==> src/rtl/pqcuark_keccak_stream_ctrl_pkg.sv <==
// Shared definitions for the Keccak stream controller: FSM state encoding,
// function-select encoding, rate lookup and message word-count helper.
package pqcuark_keccak_stream_ctrl_pkg;

  typedef enum logic [2:0] {
    ST_IDLE    = 3'd0,
    ST_INIT    = 3'd1,
    ST_ABSORB  = 3'd2,
    ST_PERM    = 3'd3,
    ST_SQUEEZE = 3'd4,
    ST_OUT     = 3'd5,
    ST_DONE    = 3'd6
  } state_e;

  typedef enum logic [2:0] {
    FSEL_SHA3_256 = 3'd0,
    FSEL_SHA3_512 = 3'd1,
    FSEL_SHAKE128 = 3'd2,
    FSEL_SHAKE256 = 3'd3
  } fsel_e;

  localparam int CNT_W = 5;

  // Only the four Keccak functions above are legal.
  function automatic logic fsel_legal(input logic [2:0] fsel);
    return (fsel < 3'd4);
  endfunction

  // Rate in 64-bit lanes for each function.
  function automatic logic [CNT_W-1:0] rate_words(input logic [2:0] fsel);
    logic [CNT_W-1:0] r;
    case (fsel)
      FSEL_SHA3_256: r = 5'd17;
      FSEL_SHA3_512: r = 5'd9;
      FSEL_SHAKE128: r = 5'd21;
      FSEL_SHAKE256: r = 5'd17;
      default:       r = 5'd17;
    endcase
    return r;
  endfunction

  // ceil(inlen/8) without the inlen+7 overflow.
  function automatic logic [63:0] word_count(input logic [63:0] inlen);
    return (inlen >> 3) + {63'd0, |inlen[2:0]};
  endfunction

endpackage

==> src/rtl/pqcuark_keccak_stream_ctrl_if.sv <==
// Handshake/bus bundle of the Keccak stream controller: command, source
// stream, Keccak engine request/response and digest stream. Signal suffixes
// are from the controller's point of view.
interface pqcuark_keccak_stream_ctrl_if;

  logic        cmd_valid_i;
  logic        cmd_ready_o;
  logic [63:0] cmd_inlen_i;
  logic [15:0] cmd_outlen_i;
  logic [2:0]  cmd_fsel_i;

  logic        src_valid_i;
  logic        src_ready_o;
  logic [63:0] src_data_i;

  logic        kc_init_o;
  logic [63:0] kc_inlen_o;
  logic [2:0]  kc_fsel_o;
  logic [63:0] kc_data_o;
  logic        kc_valid_o;
  logic        kc_perm_o;
  logic        kc_st_o;

  logic        kc_buffer_ready_i;
  logic        kc_perm_ready_i;
  logic [63:0] kc_dout_i;
  logic        kc_dout_valid_i;

  logic        dst_valid_o;
  logic        dst_ready_i;
  logic [63:0] dst_data_o;

  // Environment side: issues commands, feeds data, models the engine and sink.
  modport master (
    output cmd_valid_i, cmd_inlen_i, cmd_outlen_i, cmd_fsel_i,
    input  cmd_ready_o,
    output src_valid_i, src_data_i,
    input  src_ready_o,
    input  kc_init_o, kc_inlen_o, kc_fsel_o, kc_data_o, kc_valid_o, kc_perm_o, kc_st_o,
    output kc_buffer_ready_i, kc_perm_ready_i, kc_dout_i, kc_dout_valid_i,
    input  dst_valid_o, dst_data_o,
    output dst_ready_i
  );

  // Controller side.
  modport slave (
    input  cmd_valid_i, cmd_inlen_i, cmd_outlen_i, cmd_fsel_i,
    output cmd_ready_o,
    input  src_valid_i, src_data_i,
    output src_ready_o,
    output kc_init_o, kc_inlen_o, kc_fsel_o, kc_data_o, kc_valid_o, kc_perm_o, kc_st_o,
    input  kc_buffer_ready_i, kc_perm_ready_i, kc_dout_i, kc_dout_valid_i,
    output dst_valid_o, dst_data_o,
    input  dst_ready_i
  );

endinterface

==> src/rtl/pqcuark_keccak_stream_ctrl.sv <==
// Keccak stream controller: sequences init, absorb, permutation and squeeze
// requests toward a Keccak engine and streams the digest out.
// Optional feature: PQCUARK_STREAM_PERF_EN adds perf_perm_cnt_o.
//
// state   | meaning
// IDLE    | ready for a command
// INIT    | kc_init_o pulse, job parameters latched
// ABSORB  | message words passed through to the engine
// PERM    | kc_perm_o pulse, wait for permutation to finish
// SQUEEZE | kc_st_o pulse, wait for an output lane
// OUT     | present held lane on the digest stream
// DONE    | done_o pulse
module pqcuark_keccak_stream_ctrl
  import pqcuark_keccak_stream_ctrl_pkg::*;
(
  input  logic                          clk_i,
  input  logic                          rstn_i,
  input  logic                          flush_i,
  pqcuark_keccak_stream_ctrl_if.slave   bus,
  output logic                          busy_o,
  output logic                          done_o,
  output logic                          err_o
`ifdef PQCUARK_STREAM_PERF_EN
  ,
  output logic [31:0]                   perf_perm_cnt_o
`endif
);

  state_e            state_q;
  logic [63:0]       rem_q;
  logic [CNT_W-1:0]  blk_q;
  logic [CNT_W-1:0]  sq_q;
  logic [15:0]       outlen_q;
  logic [63:0]       inlen_q;
  logic [2:0]        fsel_q;
  logic [63:0]       hold_q;
  logic              init_q;
  logic              perm_q;
  logic              st_q;
  logic              done_q;
  logic              err_q;

  logic              absorb_fire_d;
  logic [63:0]       rem_dec_d;
  logic [CNT_W-1:0]  blk_inc_d;
  logic [CNT_W-1:0]  sq_inc_d;
  logic [15:0]       outlen_dec_d;
  logic [CNT_W-1:0]  rate_d;

  // Counter arithmetic shared by the FSM transitions.
  always_comb begin
    absorb_fire_d = (state_q == ST_ABSORB) & bus.src_valid_i & bus.kc_buffer_ready_i;
    rem_dec_d     = rem_q - 64'd1;
    blk_inc_d     = blk_q + 5'd1;
    sq_inc_d      = sq_q + 5'd1;
    outlen_dec_d  = outlen_q - 16'd1;
    rate_d        = rate_words(fsel_q);
  end

  assign bus.cmd_ready_o = (state_q == ST_IDLE);
  assign bus.src_ready_o = (state_q == ST_ABSORB) & bus.kc_buffer_ready_i;
  assign bus.kc_valid_o  = absorb_fire_d;
  assign bus.kc_data_o   = bus.src_data_i;
  assign bus.kc_init_o   = init_q;
  assign bus.kc_perm_o   = perm_q;
  assign bus.kc_st_o     = st_q;
  assign bus.kc_inlen_o  = inlen_q;
  assign bus.kc_fsel_o   = fsel_q;
  assign bus.dst_valid_o = (state_q == ST_OUT);
  assign bus.dst_data_o  = hold_q;
  assign busy_o          = (state_q != ST_IDLE);
  assign done_o          = done_q;
  assign err_o           = err_q;

  // Main sequencer; request pulses are set on entry to their state so they
  // last exactly one cycle. Engine handshakes are only honoured after the
  // request pulse, so a stale ready/valid cannot short-circuit a request.
  always_ff @(posedge clk_i or negedge rstn_i) begin
    if (!rstn_i) begin
      state_q  <= ST_IDLE;
      rem_q    <= '0;
      blk_q    <= '0;
      sq_q     <= '0;
      outlen_q <= '0;
      inlen_q  <= '0;
      fsel_q   <= '0;
      hold_q   <= '0;
      init_q   <= 1'b0;
      perm_q   <= 1'b0;
      st_q     <= 1'b0;
      done_q   <= 1'b0;
      err_q    <= 1'b0;
    end else begin
      init_q <= 1'b0;
      perm_q <= 1'b0;
      st_q   <= 1'b0;
      done_q <= 1'b0;
      err_q  <= 1'b0;
      if (flush_i) begin
        state_q  <= ST_IDLE;
        rem_q    <= '0;
        blk_q    <= '0;
        sq_q     <= '0;
        outlen_q <= '0;
        hold_q   <= '0;
      end else begin
        unique case (state_q)
          ST_IDLE: begin
            if (bus.cmd_valid_i) begin
              if (fsel_legal(bus.cmd_fsel_i)) begin
                inlen_q  <= bus.cmd_inlen_i;
                fsel_q   <= bus.cmd_fsel_i;
                outlen_q <= bus.cmd_outlen_i;
                rem_q    <= word_count(bus.cmd_inlen_i);
                blk_q    <= '0;
                sq_q     <= '0;
                init_q   <= 1'b1;
                state_q  <= ST_INIT;
              end else begin
                err_q <= 1'b1;
              end
            end
          end
          ST_INIT: begin
            // An empty message still needs one padding-only permutation.
            if (rem_q == 64'd0) begin
              perm_q  <= 1'b1;
              state_q <= ST_PERM;
            end else begin
              state_q <= ST_ABSORB;
            end
          end
          ST_ABSORB: begin
            if (absorb_fire_d) begin
              rem_q <= rem_dec_d;
              blk_q <= blk_inc_d;
              if ((blk_inc_d == rate_d) || (rem_dec_d == 64'd0)) begin
                perm_q  <= 1'b1;
                state_q <= ST_PERM;
              end
            end
          end
          ST_PERM: begin
            if (!perm_q && bus.kc_perm_ready_i) begin
              blk_q <= '0;
              sq_q  <= '0;
              if (rem_q != 64'd0) begin
                state_q <= ST_ABSORB;
              end else if (outlen_q == 16'd0) begin
                done_q  <= 1'b1;
                state_q <= ST_DONE;
              end else begin
                st_q    <= 1'b1;
                state_q <= ST_SQUEEZE;
              end
            end
          end
          ST_SQUEEZE: begin
            if (!st_q && bus.kc_dout_valid_i) begin
              hold_q  <= bus.kc_dout_i;
              state_q <= ST_OUT;
            end
          end
          ST_OUT: begin
            if (bus.dst_ready_i) begin
              outlen_q <= outlen_dec_d;
              sq_q     <= sq_inc_d;
              if (outlen_dec_d == 16'd0) begin
                done_q  <= 1'b1;
                state_q <= ST_DONE;
              end else if (sq_inc_d == rate_d) begin
                perm_q  <= 1'b1;
                state_q <= ST_PERM;
              end else begin
                st_q    <= 1'b1;
                state_q <= ST_SQUEEZE;
              end
            end
          end
          ST_DONE: begin
            state_q <= ST_IDLE;
          end
          default: begin
            state_q <= ST_IDLE;
          end
        endcase
      end
    end
  end

`ifdef PQCUARK_STREAM_PERF_EN
  logic [31:0] perf_cnt_q;

  // Permutation request counter; survives flush, wraps naturally.
  always_ff @(posedge clk_i or negedge rstn_i) begin
    if (!rstn_i) begin
      perf_cnt_q <= '0;
    end else if (perm_q) begin
      perf_cnt_q <= perf_cnt_q + 32'd1;
    end
  end

  assign perf_perm_cnt_o = perf_cnt_q;
`endif

endmodule

==> src/flat_wrapper.sv <==
// flat-port wrapper written by rule: the top's interface ports become plain ports
module pqcuark_keccak_stream_ctrl_flat import pqcuark_keccak_stream_ctrl_pkg::*;
  (clk_i, rstn_i, flush_i, busy_o, done_o, err_o, bus_cmd_valid_i, bus_cmd_inlen_i, bus_cmd_outlen_i, bus_cmd_fsel_i, bus_cmd_ready_o, bus_src_valid_i, bus_src_data_i, bus_src_ready_o, bus_kc_init_o, bus_kc_inlen_o, bus_kc_fsel_o, bus_kc_data_o, bus_kc_valid_o, bus_kc_perm_o, bus_kc_st_o, bus_kc_buffer_ready_i, bus_kc_perm_ready_i, bus_kc_dout_i, bus_kc_dout_valid_i, bus_dst_valid_o, bus_dst_data_o, bus_dst_ready_i);
  pqcuark_keccak_stream_ctrl_if bus_i ();
  input  logic clk_i;
  input  logic rstn_i;
  input  logic flush_i;
  output logic busy_o;
  output logic done_o;
  output logic err_o;
  input wire logic [$bits(bus_i.cmd_valid_i)-1:0] bus_cmd_valid_i;
  input wire logic [$bits(bus_i.cmd_inlen_i)-1:0] bus_cmd_inlen_i;
  input wire logic [$bits(bus_i.cmd_outlen_i)-1:0] bus_cmd_outlen_i;
  input wire logic [$bits(bus_i.cmd_fsel_i)-1:0] bus_cmd_fsel_i;
  output wire logic [$bits(bus_i.cmd_ready_o)-1:0] bus_cmd_ready_o;
  input wire logic [$bits(bus_i.src_valid_i)-1:0] bus_src_valid_i;
  input wire logic [$bits(bus_i.src_data_i)-1:0] bus_src_data_i;
  output wire logic [$bits(bus_i.src_ready_o)-1:0] bus_src_ready_o;
  output wire logic [$bits(bus_i.kc_init_o)-1:0] bus_kc_init_o;
  output wire logic [$bits(bus_i.kc_inlen_o)-1:0] bus_kc_inlen_o;
  output wire logic [$bits(bus_i.kc_fsel_o)-1:0] bus_kc_fsel_o;
  output wire logic [$bits(bus_i.kc_data_o)-1:0] bus_kc_data_o;
  output wire logic [$bits(bus_i.kc_valid_o)-1:0] bus_kc_valid_o;
  output wire logic [$bits(bus_i.kc_perm_o)-1:0] bus_kc_perm_o;
  output wire logic [$bits(bus_i.kc_st_o)-1:0] bus_kc_st_o;
  input wire logic [$bits(bus_i.kc_buffer_ready_i)-1:0] bus_kc_buffer_ready_i;
  input wire logic [$bits(bus_i.kc_perm_ready_i)-1:0] bus_kc_perm_ready_i;
  input wire logic [$bits(bus_i.kc_dout_i)-1:0] bus_kc_dout_i;
  input wire logic [$bits(bus_i.kc_dout_valid_i)-1:0] bus_kc_dout_valid_i;
  output wire logic [$bits(bus_i.dst_valid_o)-1:0] bus_dst_valid_o;
  output wire logic [$bits(bus_i.dst_data_o)-1:0] bus_dst_data_o;
  input wire logic [$bits(bus_i.dst_ready_i)-1:0] bus_dst_ready_i;
  assign bus_i.cmd_valid_i = bus_cmd_valid_i;
  assign bus_i.cmd_inlen_i = bus_cmd_inlen_i;
  assign bus_i.cmd_outlen_i = bus_cmd_outlen_i;
  assign bus_i.cmd_fsel_i = bus_cmd_fsel_i;
  assign bus_cmd_ready_o = bus_i.cmd_ready_o;
  assign bus_i.src_valid_i = bus_src_valid_i;
  assign bus_i.src_data_i = bus_src_data_i;
  assign bus_src_ready_o = bus_i.src_ready_o;
  assign bus_kc_init_o = bus_i.kc_init_o;
  assign bus_kc_inlen_o = bus_i.kc_inlen_o;
  assign bus_kc_fsel_o = bus_i.kc_fsel_o;
  assign bus_kc_data_o = bus_i.kc_data_o;
  assign bus_kc_valid_o = bus_i.kc_valid_o;
  assign bus_kc_perm_o = bus_i.kc_perm_o;
  assign bus_kc_st_o = bus_i.kc_st_o;
  assign bus_i.kc_buffer_ready_i = bus_kc_buffer_ready_i;
  assign bus_i.kc_perm_ready_i = bus_kc_perm_ready_i;
  assign bus_i.kc_dout_i = bus_kc_dout_i;
  assign bus_i.kc_dout_valid_i = bus_kc_dout_valid_i;
  assign bus_dst_valid_o = bus_i.dst_valid_o;
  assign bus_dst_data_o = bus_i.dst_data_o;
  assign bus_i.dst_ready_i = bus_dst_ready_i;
  pqcuark_keccak_stream_ctrl u_core (.clk_i(clk_i), .rstn_i(rstn_i), .flush_i(flush_i), .bus(bus_i), .busy_o(busy_o), .done_o(done_o), .err_o(err_o));
endmodule
==> config.mk <==
export PLATFORM = sky130hd
export DESIGN_NAME = pqcuark_keccak_stream_ctrl_flat
export DESIGN_NICKNAME = d
export VERILOG_FILES = /design/src/rtl/pqcuark_keccak_stream_ctrl_pkg.sv /design/src/rtl/pqcuark_keccak_stream_ctrl_if.sv /design/src/rtl/pqcuark_keccak_stream_ctrl.sv /design/src/flat_wrapper.sv
export SDC_FILE = /design/constraint.sdc
export NUM_CORES = 1
export LEC_CHECK = 0
export ABC_AREA = 1
export BUFFER_PORTS_ARGS = -buffer_cell sky130_fd_sc_hd__buf_4
export CAP_MARGIN = 20
export CORE_MARGIN = 2
export CORE_UTILIZATION = 40
export CTS_CLUSTER_SIZE = 10
export DETAILED_ROUTE_END_ITERATION = 6
export GPL_TIMING_DRIVEN = 0
export REMOVE_ABC_BUFFERS = 1
export SYNTH_ARGS = -nofsm -noshare
export SYNTH_HDL_FRONTEND = slang
export SYNTH_SLANG_ARGS = --single-unit
==> constraint.sdc <==
create_clock -name clk_i -period 5.3 [get_ports clk_i]
set_input_delay 0.53 -clock clk_i [delete_from_list [all_inputs] [get_ports clk_i]]
set_output_delay 0.53 -clock clk_i [all_outputs]
set_load 0.1 [all_outputs]
==> results.cfg <==
[sta]
whs_ns = 0.165
final_hold_viol_count = 0
worstMarginPinSlew_ns = 1.08
drv_slew = 0
finalCritPeriodShare_pct = 94.3
fin_worst_skew_ns = 0.0199
rsz0062_at_grt = no
fin_setup_tns_ns = 0
finalCriticalPeriod_ns = 5.00
slew_headroom_pct = 27.8
setup_viol = 0
fmax_ghz = 0.200

[worst_setup_path]
cp.required_ns = 5.76
cp_max_fo = 98
start_kind = register
endpoint_kind = register
critical_path_class = reg -> reg
arrival_ns = 5.45

[final_layout]
fin_util_pct = 49.5
n_antenna_cell = 0
layout-drive-gt1-share_pct = 16.5
finalNonFillerCells = 2864
final_nets = 2610
syn_to_final_growth_pct = 21.5
fillers = 3735

[logic_synthesis]
ys_ff_latch = 229
synth_ff_type = dfrtp_1
netlist_area_um2 = 14900
yosysTopAreaCell = dfrtp_1
synth_area_leaders = dfrtp_1 (38%), nand2_1 (14%), nor2_1 (7.1%)
yosys_warnings = 0
syn_avg_cell_area_um2 = 6.86
netlist_instances = 2171
synthDistinctLibCells = 47
synthTopCellsByCount = nand2_1 (572), nor2_1 (281), inv_1 (262), dfrtp_1 (229), nand3_1 (189)
synthArstFlopShare_pct = 100
yosysTopAreaCellShare_pct = 38.5
synth.most_common_cell = nand2_1
ys_seq_area_share_pct = 38.5
synth_enable_flop_cells = 0

[worst_hold_path]
hold_path_class = in -> reg

[detailed_routing]
drt-initial-drc-count = 1186
drc_errors = 0
drt_wl_total_um = 57400
wl_met2_um = 24100
top_layer = met5
dr_wl_met3_um = 6460
first_pass_iters = 6
wl_per_cell_um = 20.0
ant_nets = 0
wl_met1_um = 25200
vias = 15300
drt-vias-per-instance = 5.35

[clock_network]
cts.path.max_buffers = 3
clkTransAtPathRegs_ns = 0.06
cts_root_buf = clkbuf_16
cts_buffers = 30
cts_tree = built
cts_setup_buffers = 0
htreeDepth = 1
clk_latency_ns = 0.58
cts.sinks = 229

[global_route]
grt-ovfl-total = 0
antenna_found_initial = 0
grt_pass1_vias = 14700
grt_max_degree = 101
grt_util_all_layers_pct = 29.0
grt_pass1_wl_um = 86700

[status]
outcome = complete, no violations

[pwr]
power.density_nw_per_um2 = 572
leakage_nw = 9.01
ir_drop_v = 0.000498

[placed_design]
finalWeightedCongestion = 0.937
dp.cells = 2815
portBuffers = 296
hpwl_um = 44200

[die]
die_y_um = 197
dieArea_um2 = 38800
fp.coreArea_um2 = 36600
initial_core_util_pct = 40.7
dieWidth_um = 197
io_pins = 425
num_rows = 70

[flow_run]
cap_violations = 0
timing repair:
item,4_1_cts,5_1_grt
hold buffers,1,0
hold endpoints to repair,42,0
setup endpoints to repair,0,15
gates resized for setup,0,2
where the power goes:
group          internal (mW)  switching, mW
registers               2.26          0.455
logic                   1.33           4.33
clock network           1.19          0.780
sequential cells by signal, summed over array words and instances (netlist names):
register,flops
u_core.bus.kc_fsel_o,3
u_core.sq_q,5
u_core.outlen_q,16
u_core.err_o,1
u_core.done_o,1
u_core.bus.kc_init_o,1
u_core.bus.kc_inlen_o,64
u_core.rem_q,64
u_core.bus.kc_perm_o,1
u_core.state_q,3
u_core.bus.kc_st_o,1
u_core.blk_q,5
u_core.bus.dst_data_o,64
critical path, stage by stage (launching register included):
cell and delay, ns:
dfrtp_1 0.42, nor2_2 0.18, inv_2 0.09, nor2_8 0.59
inv_4 0.43, nor2_4 0.19, nand2_1 0.12, nand2_2 0.11
nand3_4 0.34, nor2_8 0.63, inv_4 0.20, nor2_8 0.45
inv_4 0.27, buf_16 0.29, a21oi_1 0.16, o21ai_0 0.18
o221ai_1 0.11
worst paths after layout:
| kind | startpoint | end | slack (ns) | cells past startpoint |
|---|---|---|---|---|
| setup / recovery | u_core.state_q[2] | u_core.rem_q[35] | 0.30 | 16 |
| hold / removal | bus_cmd_fsel_i[1] | u_core.bus.kc_fsel_o[1] | 0.17 | 3 |
| setup reg to reg | u_core.state_q[2] | u_core.rem_q[35] | 0.30 | 16 |
| hold reg to reg | u_core.bus.kc_inlen_o[4] | u_core.bus.kc_inlen_o[4] | 0.48 | 2 |
| max in group asynchronous | rstn_i | u_core.bus.kc_inlen_o[2] | 3.98 | 3 |
| min in group asynchronous | rstn_i | u_core.bus.dst_data_o[52] | 0.45 | 2 |
final cells by class:
type | instances | area (um^2) | area share, %
tap | 468 | 586 | 3.23
timing repair buffer | 305 | 2430 | 13.4
sequential | 229 | 5730 | 31.7
clock inverter | 7 | 91.3 | 0.504
inverter | 270 | 1020 | 5.65
clock buffer | 41 | 843 | 4.66
multi-input combinational | 1544 | 7400 | 40.9
cell usage in the layout, fill, tap and decap left out, drive strengths merged, types with 2 or more instances in the layout:
cell and count:
a21oi 22, a22oi 4, a32o 4, and2 7
buf 304, bufinv 2, clkbuf 41, clkinv 5
dfrtp 229, ha 10, inv 269, nand2 580
nand3 192, nand3b 5, nand4 40, nor2 297
nor3 53, nor4 13, o211ai 20, o21ai 188
o221ai 15, o22ai 15, o311ai 2, or2 10
xnor2 7, xor2 54
through the flow:
stage,instance area (um^2),total power [mW],worst slack (ns)
floorplan,14100,6.82,0.516
global placement,17000,8.26,-1.45
detailed placement,17200,8.33,0.0785
CTS,18100,10.4,0.0880
global route,18100,10.9,0.0159
finish,18100,10.3,0.303
per-layer routing:
layer | GRT usage [%] | vias to the layer above
met3 | 10.3 | 71
met5 | 5.24 | -
li1 | - | 7352
met4 | 7.85 | 6
met2 | 44.1 | 745
met1 | 38.6 | 7135
logic make-up (layout without fill, tap and decap cells):
kind of cell | after synthesis | count (layout) | synth area share (%)
AND/OR/NAND/NOR | 1198 | 1198 | 34.8
buffers and inverters | 398 | 623 | 11.9
AO/OA/AOI/OAI | 274 | 274 | 10.4
flip-flops | 229 | 229 | 38.5
XOR/XNOR | 61 | 61 | 3.59
adder cells (fa/ha/maj) | 10 | 10 | 0.840
multiplexers | 1 | 1 | 0.0672
No activity file was read; power rests on OpenSTA's default activity.
